`src/rtl/msx_slot_responder_if.sv`:
```
// msx_slot_responder_if: MSX slot bus plus backing-memory request/acknowledge port
// Signals:
//   maddr, mdata_in                      MSX address and sampled data bus
//   msltsl, mmreq, miorq, mrd, mwr, mm1  MSX strobes, active-low, asynchronous to clk
//   mdata_out, mdata_oe                  data driven to the MSX bus and its pad enable
//   mwait, mbusdir                       active-low /WAIT and BUSDIR
//   mem_req, mem_we, mem_addr, mem_wdata backing-memory request, held until mem_ack
//   mem_rdata, mem_ack                   backing-memory read data and one-cycle acknowledge
//   timeout                              sticky access-timeout flag
// Modports: slave (the responder), master (the host side / memory model)
interface msx_slot_responder_if;
    logic [15:0] maddr;
    logic [7:0]  mdata_in;
    logic [7:0]  mdata_out;
    logic        mdata_oe;
    logic        msltsl;
    logic        mmreq;
    logic        miorq;
    logic        mrd;
    logic        mwr;
    logic        mm1;
    logic        mwait;
    logic        mbusdir;
    logic        mem_req;
    logic        mem_we;
    logic [20:0] mem_addr;
    logic [7:0]  mem_wdata;
    logic [7:0]  mem_rdata;
    logic        mem_ack;
    logic        timeout;

    modport slave (
        input  maddr, mdata_in, msltsl, mmreq, miorq, mrd, mwr, mm1, mem_rdata, mem_ack,
        output mdata_out, mdata_oe, mwait, mbusdir, mem_req, mem_we, mem_addr, mem_wdata, timeout
    );

    modport master (
        output maddr, mdata_in, msltsl, mmreq, miorq, mrd, mwr, mm1, mem_rdata, mem_ack,
        input  mdata_out, mdata_oe, mwait, mbusdir, mem_req, mem_we, mem_addr, mem_wdata, timeout
    );
endinterface

```
`src/rtl/msx_slot_responder.sv`:
```
// msx_slot_responder: MSX cartridge responder with a four-bank 8 KB mapper onto a req/ack memory port
// Ports:
//   clk     system clock, at least 8x the MSX clock
//   mreset  synchronous active-low reset
//   bus     msx_slot_responder_if.slave: MSX bus in/out, backing-memory port, sticky timeout
// Parameters:
//   WAIT_TIMEOUT  clk cycles spent in a request before /WAIT is released and the access abandoned
//   IO_PORT       I/O port address (only with MSX_IO_PORT_EN)
// Build option: define MSX_IO_PORT_EN to add an 8-bit I/O register at IO_PORT
module msx_slot_responder #(
    parameter int WAIT_TIMEOUT = 63
`ifdef MSX_IO_PORT_EN
    ,
    parameter logic [7:0] IO_PORT = 8'h40
`endif
) (
    input logic clk,
    input logic mreset,
    msx_slot_responder_if.slave bus
);
    localparam int CW = $clog2(WAIT_TIMEOUT + 1);

    typedef enum logic [2:0] {IDLE, DECODE, REQ, DRIVE, REGWR, RELEASE} state_t;

    state_t          r_state;
    logic [3:0]      r_stb1, r_stb2;
    logic [15:0]     r_addr1, r_addr2;
    logic [7:0]      r_din1, r_din2;
    logic            r_armed;
    logic [15:0]     r_addr;
    logic [7:0]      r_wdata;
    logic            r_we;
    logic            r_io;
    logic [3:0][7:0] r_bank;
    logic [CW-1:0]   r_cnt;
    logic            r_to;
    logic            r_ab;
    logic [7:0]      r_dout;
    logic            r_oe;
    logic            r_wait;
    logic            r_req;
    logic            r_mwe;
    logic [20:0]     r_maddr;
    logic [7:0]      r_mwd;
    logic            r_timeout;

    logic       w_sltsl, w_mreq, w_rd, w_wr;
    logic       w_rel, w_mem_start, w_io_start, w_ab;
    logic [2:0] w_bsel;

    // Strobes synchronize to the inactive level so nothing starts out of reset.
    always_ff @(posedge clk) begin
        if (!mreset) begin
            r_stb1  <= '1;
            r_stb2  <= '1;
            r_addr1 <= '0;
            r_addr2 <= '0;
            r_din1  <= '0;
            r_din2  <= '0;
        end else begin
            r_stb1  <= {bus.msltsl, bus.mmreq, bus.mrd, bus.mwr};
            r_stb2  <= r_stb1;
            r_addr1 <= bus.maddr;
            r_addr2 <= r_addr1;
            r_din1  <= bus.mdata_in;
            r_din2  <= r_din1;
        end
    end

    assign {w_sltsl, w_mreq, w_rd, w_wr} = r_stb2;
    assign w_mem_start = !w_sltsl && !w_mreq && (w_rd ^ w_wr);
    // An abort seen this cycle counts as well as one latched earlier.
    assign w_ab = r_ab || w_sltsl;
    // Offsetting by two maps windows 2..5 onto 0..3; everything else lands on 4..7.
    assign w_bsel = r_addr[15:13] - 3'd2;

`ifdef MSX_IO_PORT_EN
    logic [1:0] r_iom1, r_iom2;
    logic [7:0] r_io_reg;
    logic       r_busdir;

    always_ff @(posedge clk) begin
        if (!mreset) begin
            r_iom1 <= '1;
            r_iom2 <= '1;
        end else begin
            r_iom1 <= {bus.miorq, bus.mm1};
            r_iom2 <= r_iom1;
        end
    end

    assign w_rel = (&r_stb2) && r_iom2[1];
    // mm1 low with miorq low is an interrupt acknowledge, not a port access.
    assign w_io_start = !r_iom2[1] && r_iom2[0] && (r_addr2[7:0] == IO_PORT) && (w_rd ^ w_wr);
    assign bus.mbusdir = r_busdir;
`else
    assign w_rel = &r_stb2;
    assign w_io_start = 1'b0;
    assign bus.mbusdir = 1'b1;
`endif

    always_ff @(posedge clk) begin
        if (!mreset) begin
            r_state   <= IDLE;
            r_armed   <= 1'b0;
            r_addr    <= '0;
            r_wdata   <= '0;
            r_we      <= 1'b0;
            r_io      <= 1'b0;
            r_bank    <= '0;
            r_cnt     <= '0;
            r_to      <= 1'b0;
            r_ab      <= 1'b0;
            r_dout    <= 8'hFF;
            r_oe      <= 1'b0;
            r_wait    <= 1'b1;
            r_req     <= 1'b0;
            r_mwe     <= 1'b0;
            r_maddr   <= '0;
            r_mwd     <= '0;
            r_timeout <= 1'b0;
`ifdef MSX_IO_PORT_EN
            r_io_reg  <= 8'h00;
            r_busdir  <= 1'b1;
`endif
        end else begin
            case (r_state)
                IDLE: begin
                    if (w_rel) r_armed <= 1'b1;
                    // A cycle only counts once a full release has been seen since the last one.
                    if (r_armed && (w_mem_start || w_io_start)) begin
                        r_state <= DECODE;
                        r_armed <= 1'b0;
                        r_addr  <= r_addr2;
                        r_wdata <= r_din2;
                        r_we    <= !w_wr;
                        r_io    <= !w_mem_start;
                    end
                end
                DECODE: begin
                    r_cnt <= '0;
                    r_to  <= 1'b0;
                    r_ab  <= 1'b0;
                    if (r_io) begin
`ifdef MSX_IO_PORT_EN
                        if (r_we) begin
                            r_io_reg <= r_wdata;
                            r_state  <= RELEASE;
                        end else begin
                            r_dout   <= r_io_reg;
                            r_oe     <= 1'b1;
                            r_busdir <= 1'b0;
                            r_state  <= DRIVE;
                        end
`else
                        r_state <= RELEASE;
`endif
                    end else if (w_bsel[2]) begin
                        r_state <= RELEASE;
                    end else if (r_we && r_addr[15:13] == 3'd3) begin
                        r_state <= REGWR;
                    end else begin
                        r_state <= REQ;
                        r_req   <= 1'b1;
                        r_mwe   <= r_we;
                        r_maddr <= {r_bank[w_bsel[1:0]], r_addr[12:0]};
                        r_mwd   <= r_wdata;
                        r_wait  <= 1'b0;
                    end
                end
                REQ: begin
                    r_ab <= w_ab;
                    if (bus.mem_ack) begin
                        r_req  <= 1'b0;
                        r_wait <= 1'b1;
                        if (!r_mwe && !r_to && !w_ab) begin
                            r_dout  <= bus.mem_rdata;
                            r_oe    <= 1'b1;
                            r_state <= DRIVE;
                        end else if (!r_mwe && r_to && !w_ab && !w_rd) begin
                            // Late ack after a timeout: keep 8'hFF on the bus until mrd rises.
                            r_oe    <= 1'b1;
                            r_state <= DRIVE;
                        end else begin
                            r_oe    <= 1'b0;
                            r_state <= RELEASE;
                        end
                    end else if (w_ab) begin
                        r_wait <= 1'b1;
                        r_oe   <= 1'b0;
                    end else if (r_to) begin
                        r_oe <= !r_mwe && !w_rd;
                    end else if (r_cnt == CW'(WAIT_TIMEOUT - 1)) begin
                        r_to      <= 1'b1;
                        r_timeout <= 1'b1;
                        r_wait    <= 1'b1;
                        r_dout    <= 8'hFF;
                        r_oe      <= !r_mwe;
                    end else begin
                        r_cnt <= r_cnt + 1'b1;
                    end
                end
                DRIVE: begin
                    if (w_rd) begin
                        r_oe    <= 1'b0;
                        r_state <= IDLE;
`ifdef MSX_IO_PORT_EN
                        r_busdir <= 1'b1;
`endif
                    end
                end
                REGWR: begin
                    r_bank[r_addr[12:11]] <= r_wdata;
                    r_state <= RELEASE;
                end
                RELEASE: begin
                    if (w_rel) begin
                        r_armed <= 1'b1;
                        r_state <= IDLE;
                    end
                end
                default: r_state <= IDLE;
            endcase
        end
    end

    assign bus.mdata_out = r_dout;
    assign bus.mdata_oe  = r_oe;
    assign bus.mwait     = r_wait;
    assign bus.mem_req   = r_req;
    assign bus.mem_we    = r_mwe;
    assign bus.mem_addr  = r_maddr;
    assign bus.mem_wdata = r_mwd;
    assign bus.timeout   = r_timeout;
endmodule

```
`src/flat_wrapper.sv`:
```
// flat-port wrapper written by rule: the top's interface ports become plain ports
module msx_slot_responder_flat 
#(
    parameter int WAIT_TIMEOUT = 63

)
  (clk, mreset, bus_maddr, bus_mdata_in, bus_msltsl, bus_mmreq, bus_miorq, bus_mrd, bus_mwr, bus_mm1, bus_mem_rdata, bus_mem_ack, bus_mdata_out, bus_mdata_oe, bus_mwait, bus_mbusdir, bus_mem_req, bus_mem_we, bus_mem_addr, bus_mem_wdata, bus_timeout);
  msx_slot_responder_if bus_i ();
  input logic clk;
  input logic mreset;
  input wire logic [$bits(bus_i.maddr)-1:0] bus_maddr;
  input wire logic [$bits(bus_i.mdata_in)-1:0] bus_mdata_in;
  input wire logic [$bits(bus_i.msltsl)-1:0] bus_msltsl;
  input wire logic [$bits(bus_i.mmreq)-1:0] bus_mmreq;
  input wire logic [$bits(bus_i.miorq)-1:0] bus_miorq;
  input wire logic [$bits(bus_i.mrd)-1:0] bus_mrd;
  input wire logic [$bits(bus_i.mwr)-1:0] bus_mwr;
  input wire logic [$bits(bus_i.mm1)-1:0] bus_mm1;
  input wire logic [$bits(bus_i.mem_rdata)-1:0] bus_mem_rdata;
  input wire logic [$bits(bus_i.mem_ack)-1:0] bus_mem_ack;
  output wire logic [$bits(bus_i.mdata_out)-1:0] bus_mdata_out;
  output wire logic [$bits(bus_i.mdata_oe)-1:0] bus_mdata_oe;
  output wire logic [$bits(bus_i.mwait)-1:0] bus_mwait;
  output wire logic [$bits(bus_i.mbusdir)-1:0] bus_mbusdir;
  output wire logic [$bits(bus_i.mem_req)-1:0] bus_mem_req;
  output wire logic [$bits(bus_i.mem_we)-1:0] bus_mem_we;
  output wire logic [$bits(bus_i.mem_addr)-1:0] bus_mem_addr;
  output wire logic [$bits(bus_i.mem_wdata)-1:0] bus_mem_wdata;
  output wire logic [$bits(bus_i.timeout)-1:0] bus_timeout;
  assign bus_i.maddr = bus_maddr;
  assign bus_i.mdata_in = bus_mdata_in;
  assign bus_i.msltsl = bus_msltsl;
  assign bus_i.mmreq = bus_mmreq;
  assign bus_i.miorq = bus_miorq;
  assign bus_i.mrd = bus_mrd;
  assign bus_i.mwr = bus_mwr;
  assign bus_i.mm1 = bus_mm1;
  assign bus_i.mem_rdata = bus_mem_rdata;
  assign bus_i.mem_ack = bus_mem_ack;
  assign bus_mdata_out = bus_i.mdata_out;
  assign bus_mdata_oe = bus_i.mdata_oe;
  assign bus_mwait = bus_i.mwait;
  assign bus_mbusdir = bus_i.mbusdir;
  assign bus_mem_req = bus_i.mem_req;
  assign bus_mem_we = bus_i.mem_we;
  assign bus_mem_addr = bus_i.mem_addr;
  assign bus_mem_wdata = bus_i.mem_wdata;
  assign bus_timeout = bus_i.timeout;
  msx_slot_responder #(.WAIT_TIMEOUT(WAIT_TIMEOUT)) u_core (.clk(clk), .mreset(mreset), .bus(bus_i));
endmodule
```
`config.mk`:
```
export PLATFORM = sky130hd
export DESIGN_NAME = msx_slot_responder_flat
export DESIGN_NICKNAME = d
export VERILOG_FILES = /design/src/rtl/msx_slot_responder_if.sv /design/src/rtl/msx_slot_responder.sv /design/src/flat_wrapper.sv
export SDC_FILE = /design/constraint.sdc
export NUM_CORES = 1
export LEC_CHECK = 0
export CORE_ASPECT_RATIO = 1.2
export CORE_UTILIZATION = 49
export DETAILED_ROUTE_END_ITERATION = 10
export MAX_ROUTING_LAYER = met4
export PLACE_DENSITY = 0.76
export SLEW_MARGIN = 40
export SYNTH_ARGS = -nofsm -noshare
export SYNTH_HDL_FRONTEND = slang
export SYNTH_SLANG_ARGS = --single-unit
```
`constraint.sdc`:
```
create_clock -name clk -period 1.9 [get_ports clk]
set_input_delay 0.19 -clock clk [delete_from_list [all_inputs] [get_ports clk]]
set_output_delay 0.19 -clock clk [all_outputs]
set_load 0.01 [all_outputs]
```
==> metrics.cfg <==
[sta]
period_share=0.907
holdWs_ns=0.129
grt_setup_unrepaired=no
slew_viol_final=0
maxClockFrequency_mhz=580
min_period_ns=1.72
finalHoldViolations=0
setup_violations=0
fin_skew_ns=0.00734

[placement]
placed_area_um2=7180
portBuffers=80
gp_congestion=0.829
dp_hpwl_mm=8.11

[detailed_routing]
routed_via_density=4.99
ant_nets=0
num_vias=4322
drt-total-wl_mm=11.8
route.detailed.drc=0
drt_iter0_markers=164
drtPass1Iterations=5
detail_route.wl_per_cell_um=13.6

[clocking]
cts_root_buf=clkbuf_16
clkTransAtPathRegs_ns=0.06
cts.sinks=168
cts_buffer_depth=2
insertion_delay_ns=0.42
cts_tree=done
htreeDepth=4
cts_buffers=17

[worst_hold_path]
hp-start=mreset
whs_endpoint=u_core.r_stb2[0]$_SDFF_PN1_
worstHoldPathType=in -> reg
worstHoldPathCells=2

[worst_setup_path]
cp.required_ns=2.18
r2r_end=u_core.r_addr[9]$_SDFFE_PN0P_
r2r-start=u_core.r_stb2[0]$_SDFF_PN1_
path_class=reg -> reg
rr_worst_depth=7
worstPathMaxFanout=25
end_kind=register
start_kind=register
r2r_slack_ns=0.18
cp.arrival_ns=2.01

[synthesis]
synthXorXnorAreaFrac=0.00568
synthArstFlopShare=0
synth.top_cells.by_count=dfxtp_1 (168), nor2_1 (79), mux2i_1 (62), nand2_1 (56), and2_1 (48)
synth_cell_types=56
synth_fa_ha_area_frac=0.00609
synth_ff_type=dfxtp_1
synth_top_cells_by_area=dfxtp_1 (55%), mux2i_1 (10%), and2_1 (4.9%)
yosysMostFrequentCell=dfxtp_1
synth_top_area_frac=0.546
synth_compound_area_frac=0.0688
yosysSeqAreaShare=0.546
yosys_warnings=0
synth_edf_count=0
yosys.area.top_type=dfxtp_1
synth_mux_area_frac=0.134
ys_ff_latch=168
syn_inst=609
synth_area_um2=6160
synth_simple_gate_area_share=0.204
synth.avg_cell_area_um2=10.1
synth_top_family_by_area=simple AND/OR/NAND/NOR gates
synth.net_count=653

[layout]
largest_reg_flops=32
nets=738
drive_above_1_share=0.110
area_growth_pct=26.2
top_register=u_core.r_bank
diodes=0
final_cell_area_um2=7780

[power]
p_sw_mw=1.59
pwr-share-comb=0.043
p_sw_frac=0.222
pwr-share-clk=0.452
p_leak_nw=2.90
power_density_nw_per_um2=923
p_int_mw=5.58
vdd_drop_max_mv=0.606
pwr-share-seq=0.505

[run]
cap_violations=0

[outcome]
run_status=finished, final reports clean

[global_route]
track_usage=0.194
globalRouteOverflowTotal=0
antenna_found_initial=0
grt_pass1_vias=4178
grt_pass1_wl_mm=19.7
grt_max_degree=48

[die]
initial_core_util=0.507
die_x_um=104
dieHeight_um=125
fp.coreArea_um2=12200
rows=44
io_pins=84
dieArea_um2=13000

## metal layers
layer  wire length (um)  track usage  vias to the layer above
li1                   -            -                     2216
met1               5360        0.231                     2012
met2               5920        0.325                       81
met3                365       0.0351                       13
met4                163       0.0756                        0
met5                  0            -                        -
## cells in the final DEF (no fill, tap or decap), types with 2 or more instances in the layout
cell,instances
o211ai_1,2
and2_1,48
nand2_1,55
nand4_1,2
buf_4,24
mux2i_1,62
o21ai_0,9
clkdlybuf4s50_1,79
nor2b_1,14
clkinvlp_4,3
a21oi_1,34
o21ai_1,6
o31a_1,2
or3_1,2
nor4_1,3
nand3_1,5
buf_12,3
clkbuf_16,17
ha_1,3
or2_2,2
inv_1,2
a211oi_2,2
inv_6,5
mux4_1,3
nand2b_1,13
dfxtp_1,167
xnor2_1,4
nor3_1,6
nor2_1,79
mux4_2,5
nor3b_1,8
## worst max-delay path by stage
stage	from	end
after floorplan	u_core.r_stb2[1]$_SDFF_PN1_	u_core.r_addr[13]$_SDFFE_PN0P_
after global placement	bus_mem_ack	u_core.r_cnt[3]$_SDFFE_PN0P_
after detailed placement	bus_mem_ack	u_core.r_cnt[4]$_SDFFE_PN0P_
after CTS	u_core.r_cnt[0]$_SDFFE_PN0P_	u_core.bus.mdata_out[2]$_SDFFE_PN1P_
after global routing	u_core.r_cnt[0]$_SDFFE_PN0P_	u_core.bus.mdata_out[2]$_SDFFE_PN1P_
final	u_core.r_stb2[0]$_SDFF_PN1_	u_core.r_addr[9]$_SDFFE_PN0P_
## critical path, stage by stage (launching register included)
cell,delay (ns)
dfxtp_1,0.31
ha_1,0.27
and4bb_1,0.20
nand2b_1,0.10
or3_1,0.37
buf_12,0.18
nand2_1,0.08
a21oi_1,0.07
## through the flow
step / util / setup WS, ns / std cells / setup TNS, ns / total power [mW]
after floorplan: - / 0.161 / 609 / 0 / 3.87
after global placement: 0.590 / 0.0557 / 835 / 0 / 4.00
after detailed placement: 0.590 / -0.0171 / 835 / -0.0285 / 4.01
after CTS: 0.637 / 0.0590 / 866 / 0 / 7.23
after global routing: 0.639 / 0.0164 / 867 / 0 / 7.42
final: 0.639 / 0.176 / 867 / 0 / 7.18
## area by class of cell
cell class                 instances  area [um^2]
sequential                       168         3360
fill                             972         4390
timing repair buffer             107         1040
tap                              161          201
clock buffer                      18          429
inverter                           3         11.3
clock inverter                    13          138
multi-input combinational        397         2600
## power groups by stage
stage / Combinational [mW] / Clock [mW] / Sequential [mW]
6_report: 0.308 / 3.25 / 3.62
2_1_floorplan: 0.184 / 0 / 3.69
4_1_cts: 0.306 / 3.30 / 3.62
5_1_grt: 0.337 / 3.46 / 3.63
3_3_place_gp: 0.302 / 0 / 3.70
3_5_place_dp: 0.304 / 0 / 3.70
## cells by family (layout without fill, tap and decap cells)
| kind of cell | Yosys count | after routing |
|---|---|---|
| XOR/XNOR | 4 | 4 |
| flip-flops | 168 | 168 |
| other | 1 | 1 |
| AND/OR/NAND/NOR | 248 | 248 |
| buffers and inverters | 44 | 141 |
| adder cells (fa/ha/maj) | 3 | 3 |
| AO/OA/AOI/OAI | 70 | 70 |
| multiplexers | 71 | 71 |
## repair_timing
action	in CTS	in global routing
setup buffers	0	1
gates resized for setup	0	5
hold buffers	0	0
endpoints found under the setup margin	0	10
endpoints found under the hold margin	0	0
Note: power is estimated with default switching activity, not from simulation.
